$ cat src/rtl/alu_pipe.sv
`default_nettype none
// ============================================================================
// Module   : alu_pipe
// Purpose  : Two-stage pipelined integer ALU with a valid/ready handshake on
//            both sides and a pass-through transaction tag.
//            S1 holds the captured request (a, b, op, tag).
//            S2 holds the computed result (z, flags, tag).
// Ports    : clk, rst        - clock, synchronous active-high reset
//            a, b, op, tag_i - request operands, opcode and tag
//            valid_i/ready_o - request handshake
//            z, tag_o        - result and its tag
//            zero_o          - z == 0
//            carry_o         - carry (ADD/INC) or borrow (SUB), else 0
//            illegal_o       - opcode was undefined
//            valid_o/ready_i - result handshake
// Revision : 1.0 - initial release
// ============================================================================
module alu_pipe #(
    parameter int WIDTH = 64,
    parameter int TAG_W = 4
) (
    input  logic             clk,
    input  logic             rst,
    input  logic [WIDTH-1:0] a,
    input  logic [WIDTH-1:0] b,
    input  logic [3:0]       op,
    input  logic [TAG_W-1:0] tag_i,
    input  logic             valid_i,
    output logic             ready_o,
    output logic [WIDTH-1:0] z,
    output logic [TAG_W-1:0] tag_o,
    output logic             zero_o,
    output logic             carry_o,
    output logic             illegal_o,
    output logic             valid_o,
    input  logic             ready_i
);

    localparam int c_SH_W  = $clog2(WIDTH);
    // Wide enough to hold WIDTH itself (CLZ of zero, POPCNT of all ones).
    localparam int c_CNT_W = $clog2(WIDTH) + 1;

    localparam logic [3:0] c_OP_AND    = 4'd0;
    localparam logic [3:0] c_OP_OR     = 4'd1;
    localparam logic [3:0] c_OP_NOT    = 4'd2;
    localparam logic [3:0] c_OP_ADD    = 4'd3;
    localparam logic [3:0] c_OP_SUB    = 4'd4;
    localparam logic [3:0] c_OP_INC    = 4'd5;
    localparam logic [3:0] c_OP_SHL    = 4'd6;
    localparam logic [3:0] c_OP_SHR    = 4'd7;
    localparam logic [3:0] c_OP_POPCNT = 4'd8;
    localparam logic [3:0] c_OP_SRA    = 4'd9;
    localparam logic [3:0] c_OP_CLZ    = 4'd10;

    // Stage 1: captured request
    logic             r_s1_valid;
    logic [WIDTH-1:0] r_s1_a;
    logic [WIDTH-1:0] r_s1_b;
    logic [3:0]       r_s1_op;
    logic [TAG_W-1:0] r_s1_tag;

    // Stage 2: registered result
    logic             r_s2_valid;
    logic [WIDTH-1:0] r_z;
    logic [TAG_W-1:0] r_tag;
    logic             r_zero;
    logic             r_carry;
    logic             r_illegal;

    logic             w_s2_load;
    logic             w_accept;
    logic [c_SH_W-1:0] w_sh;
    logic [WIDTH:0]   w_ext;
    logic [WIDTH-1:0] w_z;
    logic             w_carry;
    logic             w_illegal;
    logic             w_zero;
    logic [c_CNT_W-1:0] w_pop;
    logic [c_CNT_W-1:0] w_clz;

    // S2 takes the S1 entry when it is empty or its result leaves this cycle.
    assign w_s2_load = r_s1_valid && (!r_s2_valid || ready_i);
    // Combinational from ready_i so a full pipe can refill on the release edge.
    assign ready_o   = !rst && (!r_s1_valid || !r_s2_valid || ready_i);
    assign w_accept  = valid_i && ready_o;
    assign w_sh      = r_s1_b[c_SH_W-1:0];
    assign w_zero    = (w_z == '0);

    always_comb begin
        w_ext     = '0;
        w_z       = '0;
        w_carry   = 1'b0;
        w_illegal = 1'b0;
        w_pop     = '0;
        w_clz     = c_CNT_W'(WIDTH);
        // Ascending scan: the highest set bit is the last one to write w_clz.
        for (int i = 0; i < WIDTH; i++) begin
            w_pop = w_pop + c_CNT_W'(r_s1_a[i]);
            if (r_s1_a[i]) begin
                w_clz = c_CNT_W'(WIDTH - 1 - i);
            end
        end
        case (r_s1_op)
            c_OP_AND: w_z = r_s1_a & r_s1_b;
            c_OP_OR:  w_z = r_s1_a | r_s1_b;
            c_OP_NOT: w_z = ~r_s1_a;
            c_OP_ADD: begin
                w_ext   = {1'b0, r_s1_a} + {1'b0, r_s1_b};
                w_z     = w_ext[WIDTH-1:0];
                w_carry = w_ext[WIDTH];
            end
            c_OP_SUB: begin
                // Bit WIDTH of the extended difference is the unsigned borrow.
                w_ext   = {1'b0, r_s1_a} - {1'b0, r_s1_b};
                w_z     = w_ext[WIDTH-1:0];
                w_carry = w_ext[WIDTH];
            end
            c_OP_INC: begin
                w_ext   = {1'b0, r_s1_a} + (WIDTH+1)'(1);
                w_z     = w_ext[WIDTH-1:0];
                w_carry = w_ext[WIDTH];
            end
            c_OP_SHL:    w_z = r_s1_a << w_sh;
            c_OP_SHR:    w_z = r_s1_a >> w_sh;
            c_OP_POPCNT: w_z = WIDTH'(w_pop);
            c_OP_SRA:    w_z = $unsigned($signed(r_s1_a) >>> w_sh);
            c_OP_CLZ:    w_z = WIDTH'(w_clz);
            default:     w_illegal = 1'b1;
        endcase
    end

    always_ff @(posedge clk) begin
        if (rst) begin
            r_s1_valid <= 1'b0;
            r_s1_a     <= '0;
            r_s1_b     <= '0;
            r_s1_op    <= '0;
            r_s1_tag   <= '0;
            r_s2_valid <= 1'b0;
            r_z        <= '0;
            r_tag      <= '0;
            r_zero     <= 1'b0;
            r_carry    <= 1'b0;
            r_illegal  <= 1'b0;
        end else begin
            if (w_accept) begin
                r_s1_valid <= 1'b1;
                r_s1_a     <= a;
                r_s1_b     <= b;
                r_s1_op    <= op;
                r_s1_tag   <= tag_i;
            end else if (w_s2_load) begin
                r_s1_valid <= 1'b0;
            end

            // Result fields only change on a load, so they hold under stall.
            if (w_s2_load) begin
                r_s2_valid <= 1'b1;
                r_z        <= w_z;
                r_tag      <= r_s1_tag;
                r_zero     <= w_zero;
                r_carry    <= w_carry;
                r_illegal  <= w_illegal;
            end else if (ready_i) begin
                r_s2_valid <= 1'b0;
            end
        end
    end

    assign valid_o   = r_s2_valid;
    assign z         = r_z;
    assign tag_o     = r_tag;
    assign zero_o    = r_zero;
    assign carry_o   = r_carry;
    assign illegal_o = r_illegal;

endmodule
`default_nettype wire

$ cat config.mk
export PLATFORM = sky130hd
export DESIGN_NAME = alu_pipe
export DESIGN_NICKNAME = d
export VERILOG_FILES = /design/src/rtl/alu_pipe.sv
export SDC_FILE = /design/constraint.sdc
export NUM_CORES = 2
export LEC_CHECK = 0
export ABC_AREA = 1
export BUFFER_PORTS_ARGS = -buffer_cell sky130_fd_sc_hd__buf_4
export CAP_MARGIN = 15
export CORE_ASPECT_RATIO = 1.5
export CORE_MARGIN = 3
export CORE_UTILIZATION = 60
export CTS_CLUSTER_DIAMETER = 150
export CTS_CLUSTER_SIZE = 12
export DETAILED_ROUTE_END_ITERATION = 16
export GPL_TIMING_DRIVEN = 0
export PLACE_DENSITY = 0.9
export SYNTH_ARGS = -nofsm -noshare
export SYNTH_HDL_FRONTEND = slang
export SYNTH_SLANG_ARGS = --single-unit
$ cat constraint.sdc
create_clock -name clk -period 22.1 [get_ports clk]
set_input_delay 1.105 -clock clk [delete_from_list [all_inputs] [get_ports clk]]
set_output_delay 1.105 -clock clk [all_outputs]
set_load 0.03 [all_outputs]
==> impl_metrics.env, run 1 <==
export IMPL_gp_congestion=1.736
export IMPL_die_h_um=280.7
export IMPL_yosysUniqueCellTypes=82
export IMPL_synth_xor_xnor_area_share=0.008994
export IMPL_rows=100
export IMPL_dieWidth_um=189.1
export IMPL_grt_pass1_wl_um=292800
export IMPL_hold_buffers=0
export IMPL_grt_max_degree=13
export IMPL_synthAdderAreaFrac=0.1246
export IMPL_ios=213
export IMPL_io_buffer_count=211
export IMPL_ys_ff_latch=209
export IMPL_ys_flop_type="dfxtp_1"
export IMPL_syn_cell_area_mm2=0.03019
export IMPL_synthArstFlopShare=0
export IMPL_synth_edf_count=0
export IMPL_synth_top_family_by_area="compound AO/OA/AOI/OAI gates"
export IMPL_root_buffer="clkbuf_16"
export IMPL_grt_ovfl_total=702
export IMPL_synthMuxAreaShare=0.02686
export IMPL_status="did not finish"
export IMPL_ys_warnings_count=0
export IMPL_cts_path_max_buffers=3
export IMPL_syn_instance_count=5029
export IMPL_ctsResizeCount=0
export IMPL_syn_area_per_cell_um2=6.002
export IMPL_start_util=0.6077
export IMPL_ys_seq_area_frac=0.1386
export IMPL_cts_sinks=209
export IMPL_tool_error="[ERROR GRT-0116] Global routing finished with congestion. Check the congestion regions in the DRC Viewer."
export IMPL_htreeDepth=1
export IMPL_first_global_vias=42420
export IMPL_hpwlAfterDp_um=130900
export IMPL_synth_nets=5436
export IMPL_cts_setup_buffers=0
export IMPL_synth_compound_gate_area_share=0.2998
export IMPL_numCtsBuffers=21
export IMPL_last_stage_reached="global routing (5_1_grt)"
export IMPL_synth_simple_area_share=0.2637
export IMPL_track_usage=0.7203
-- cells by family after synthesis --
| kind of cell | after synthesis |
|---|---|
| simple gates | 1882 |
| fa+ha+maj | 267 |
| mux | 81 |
| flops | 209 |
| xor+xnor | 31 |
| buf+inv | 1065 |
| compound gates | 1494 |
-- layer usage --
layer	track usage	overflow
met2	0.8997	434
met5	0.3288	2
met3	0.5568	34
met4	0.7036	212
met1	0.7124	20
-- synthesized netlist by cell type (17+ instances only) --
master,number,area (um^2)
nand2_1,1044,3919
inv_1,661,2481
o21ai_0,478,2392
a21oi_1,472,2362
nor2_1,428,1607
clkbuf_1,237,889.6
ha_1,211,2640
dfxtp_1,209,4184
nand3_1,153,765.7
o31ai_1,145,1089
mux2i_1,81,810.8
nor3_1,69,345.3
buf_1,62,232.7
o22ai_1,57,356.6
fa_1,56,1121
nor4_1,54,337.8
o211ai_1,53,397.9
nand4_1,43,269.0
o221ai_1,38,332.8
a31oi_1,36,225.2
a211oi_1,35,262.8
inv_2,33,123.9
xor2_1,30,262.8
buf_2,28,140.1
or2_2,28,175.2
clkinv_1,25,93.84
a221oi_1,21,183.9
a2111oi_0,19,166.4
a21oi_2,17,148.9
o2111ai_1,17,148.9
-- stage by stage --
stage	setup slack (ps)	hold WS, ps	cells	instance area, um^2	utilization
4_1_cts	11830	458.6	5936	33240	0.6693
3_5_place_dp	11850	446.5	5913	32700	0.6583
3_3_place_gp	11920	443.7	5903	32600	0.6563
2_1_floorplan	14350	429.5	5029	30190	-
==> run 2: changes to the inputs <==
CORE_ASPECT_RATIO = default   (was 1.5)
CORE_UTILIZATION = 40   (was 60)
CTS_CLUSTER_DIAMETER = default   (was 150)
CTS_CLUSTER_SIZE = default   (was 12)
PLACE_DENSITY = default   (was 0.9)
PLACE_DENSITY_LB_ADDON = 0.15   (was default)
==> impl_metrics.env, run 2 <==
export IMPL_root_buffer="clkbuf_16"
export IMPL_dieWidth_um=280.7
export IMPL_yosysUniqueCellTypes=82
export IMPL_synth_common_cells="1044 x nand2_1, 661 x inv_1, 478 x o21ai_0"
export IMPL_die_h_um=280.7
export IMPL_ys_ff_latch=209
export IMPL_place_worst_setup_slack_ps=11200
export IMPL_post_route_worst_setup_slack_ps=10400
export IMPL_synth_top_area_frac=0.1386
export IMPL_detail_route_antenna_nets=0
export IMPL_drive_above_1_share=0.09333
export IMPL_syn_instance_count=5029
export IMPL_rsz0062_at_grt="false"
export IMPL_final_common_cell="nand2_1"
export IMPL_grt_ovfl_total=0
export IMPL_slew_headroom=0.001907
export IMPL_track_usage=0.5049
export IMPL_timing_critical_path_buf_inv=9
export IMPL_syn_cell_area_mm2=0.03019
export IMPL_finalHoldViolations=0
export IMPL_syn2layout_area_growth_pct=12.87
export IMPL_crit_slowest_cell="fa_1"
export IMPL_numCtsBuffers=27
export IMPL_viasPerCell=6.480
export IMPL_fin_tns_setup_ps=0
export IMPL_finalClockSkew_ps=25.45
export IMPL_ys_warnings_count=0
export IMPL_yosysMostFrequentCell="nand2_1"
export IMPL_cp_end_kind="flop"
export IMPL_routed_top_layer="met5"
export IMPL_worstMarginPinSlew_ps=1488
export IMPL_start_util=0.4048
export IMPL_synth_nets=5436
export IMPL_wire_per_inst_um=32.95
export IMPL_ys_flop_type="dfxtp_1"
export IMPL_cts_setup_buffers=0
export IMPL_crit_type="reg2reg"
export IMPL_yosys_area_top_type="dfxtp_1"
export IMPL_setup_viol=0
export IMPL_rows=100
export IMPL_drt_pass1_iter_count=9
export IMPL_min_path_type="reg2reg"
export IMPL_critPathMaxFanout=10
export IMPL_vias=40700
export IMPL_syn_area_per_cell_um2=6.002
export IMPL_drv_cap=1
export IMPL_grt_pass1_wl_um=281000
export IMPL_startpoint_type="flop"
export IMPL_ios=213
export IMPL_wl_met1_um=77460
export IMPL_clk_latency_ps=640
export IMPL_crit_required_ps=22660
export IMPL_ir_worst_vdd_v=0.0003609
export IMPL_wl_met2_um=78670
export IMPL_htreeDepth=1
export IMPL_dieArea_mm2=0.07880
export IMPL_cts_tree="built"
export IMPL_drc=0
export IMPL_pwr_density_cell_mw_per_mm2=77.64
export IMPL_synthArstFlopShare=0
export IMPL_finalCriticalPeriod_ps=11700
export IMPL_status="finished, violations left"
export IMPL_crit_path_frequent_cell="fa_1"
export IMPL_cpPeakStageDelay_ps=760
export IMPL_antenna_found_initial=20
export IMPL_nets=5690
export IMPL_hold_buffers=0
export IMPL_p_total_mw=2.645
export IMPL_drtIter0Drc=7238
export IMPL_first_global_vias=37140
export IMPL_ctsResizeCount=0
export IMPL_core_mm2=0.07457
export IMPL_slew_violations=0
export IMPL_critPathTopFamily="adder cells"
export IMPL_cp_arrival_ps=12260
export IMPL_layout_worst_path_cycle_share=0.5295
export IMPL_synth_edf_count=0
export IMPL_cellLeakagePower_nw=16.24
export IMPL_ys_seq_area_frac=0.1386
export IMPL_grt_max_degree=15
export IMPL_synth_area_leaders="dfxtp_1 14%, nand2_1 13%, ha_1 8.7%"
export IMPL_cts_path_max_buffers=3
export IMPL_io_buffer_count=211
export IMPL_wl_met3_um=29750
export IMPL_routed_wl_um=206900
export IMPL_gp_congestion=1.198
export IMPL_cts_sinks=209
export IMPL_clkTransAtPathRegs_ps=70
export IMPL_violations="capacitance limit"
export IMPL_final_cell_mix="1044 x nand2_1, 661 x inv_1, 478 x o21ai_0"
export IMPL_fmax_mhz=85.46
export IMPL_hpwlAfterDp_um=172800
==> run 2: cell counts after synthesis <==
No cell type changed its count.
==> run 2: cell type report <==
type                    count  area (um^2)
fillers                  8282        40500
clock buffers              31        720.7
repair buffers            225         1688
clock inverters            19        202.7
inverters                 722         2716
diodes                      8        20.02
well taps                 969         1212
flip-flops and latches    209         4184
multi-input cells        3755        21890
plain buffers             343         1434
==> run 2: logic make-up (layout without fill, tap and decap cells) <==
family	count (synthesis)	count (layout)	synth area share
AO/OA/AOI/OAI	1494	1494	0.2998
other	0	8	0
AND/OR/NAND/NOR	1882	1882	0.2637
adder cells (fa/ha/maj)	267	267	0.1246
buffers and inverters	1065	1340	0.1374
multiplexers	81	81	0.02686
flip-flops	209	209	0.1386
XOR/XNOR	31	31	0.008994
==> run 2: stage by stage <==
stage	util	cells	hold WS [ps]	area (um^2)
after floorplan	-	5029	429.5	30190
after global placement	0.4423	6209	454.5	32980
after detailed placement	0.4439	6221	451.2	33100
after CTS	0.4563	6271	472.5	34030
after global routing	0.4567	6275	483.5	34060
final	0.4569	6281	466.4	34070
==> run 2: worst paths after layout <==
path               start       end  slack (ps)  cells past startpoint
max           r_s1_a[63]    zero_o       10400                     35
min          r_s1_tag[2]  tag_o[2]         470                      2
max reg2reg   r_s1_a[63]    zero_o       10400                     35
min reg2reg  r_s1_tag[2]  tag_o[2]         470                      2
==> run 2: tightest hold or removal path: cells and delay by family, from the launching register on <==
| kind | cells | cell delay [ps] |
|---|---|---|
| flops | 1 | 300 |
| buf+inv | 1 | 60 |
| compound gates | 1 | 60 |
==> run 2: metal layers <==
| metal | vias to the layer above | global-route usage |
|---|---|---|
| li1 | 17420 | - |
| met1 | 18990 | 0.6344 |
| met2 | 3407 | 0.6968 |
| met3 | 861 | 0.1770 |
| met4 | 24 | 0.3981 |
| met5 | - | 0.001221 |
==> run 2: report_power, final <==
group	switching [mW]	total (mW)	leakage, nW	internal (mW)
registers	0.0357	0.441	1.73	0.406
clock network	0.221	0.484	0.447	0.263
logic	1.23	1.72	14.1	0.492
total	1.48	2.65	16.2	1.16
Note: power is estimated with default switching activity, not from simulation.
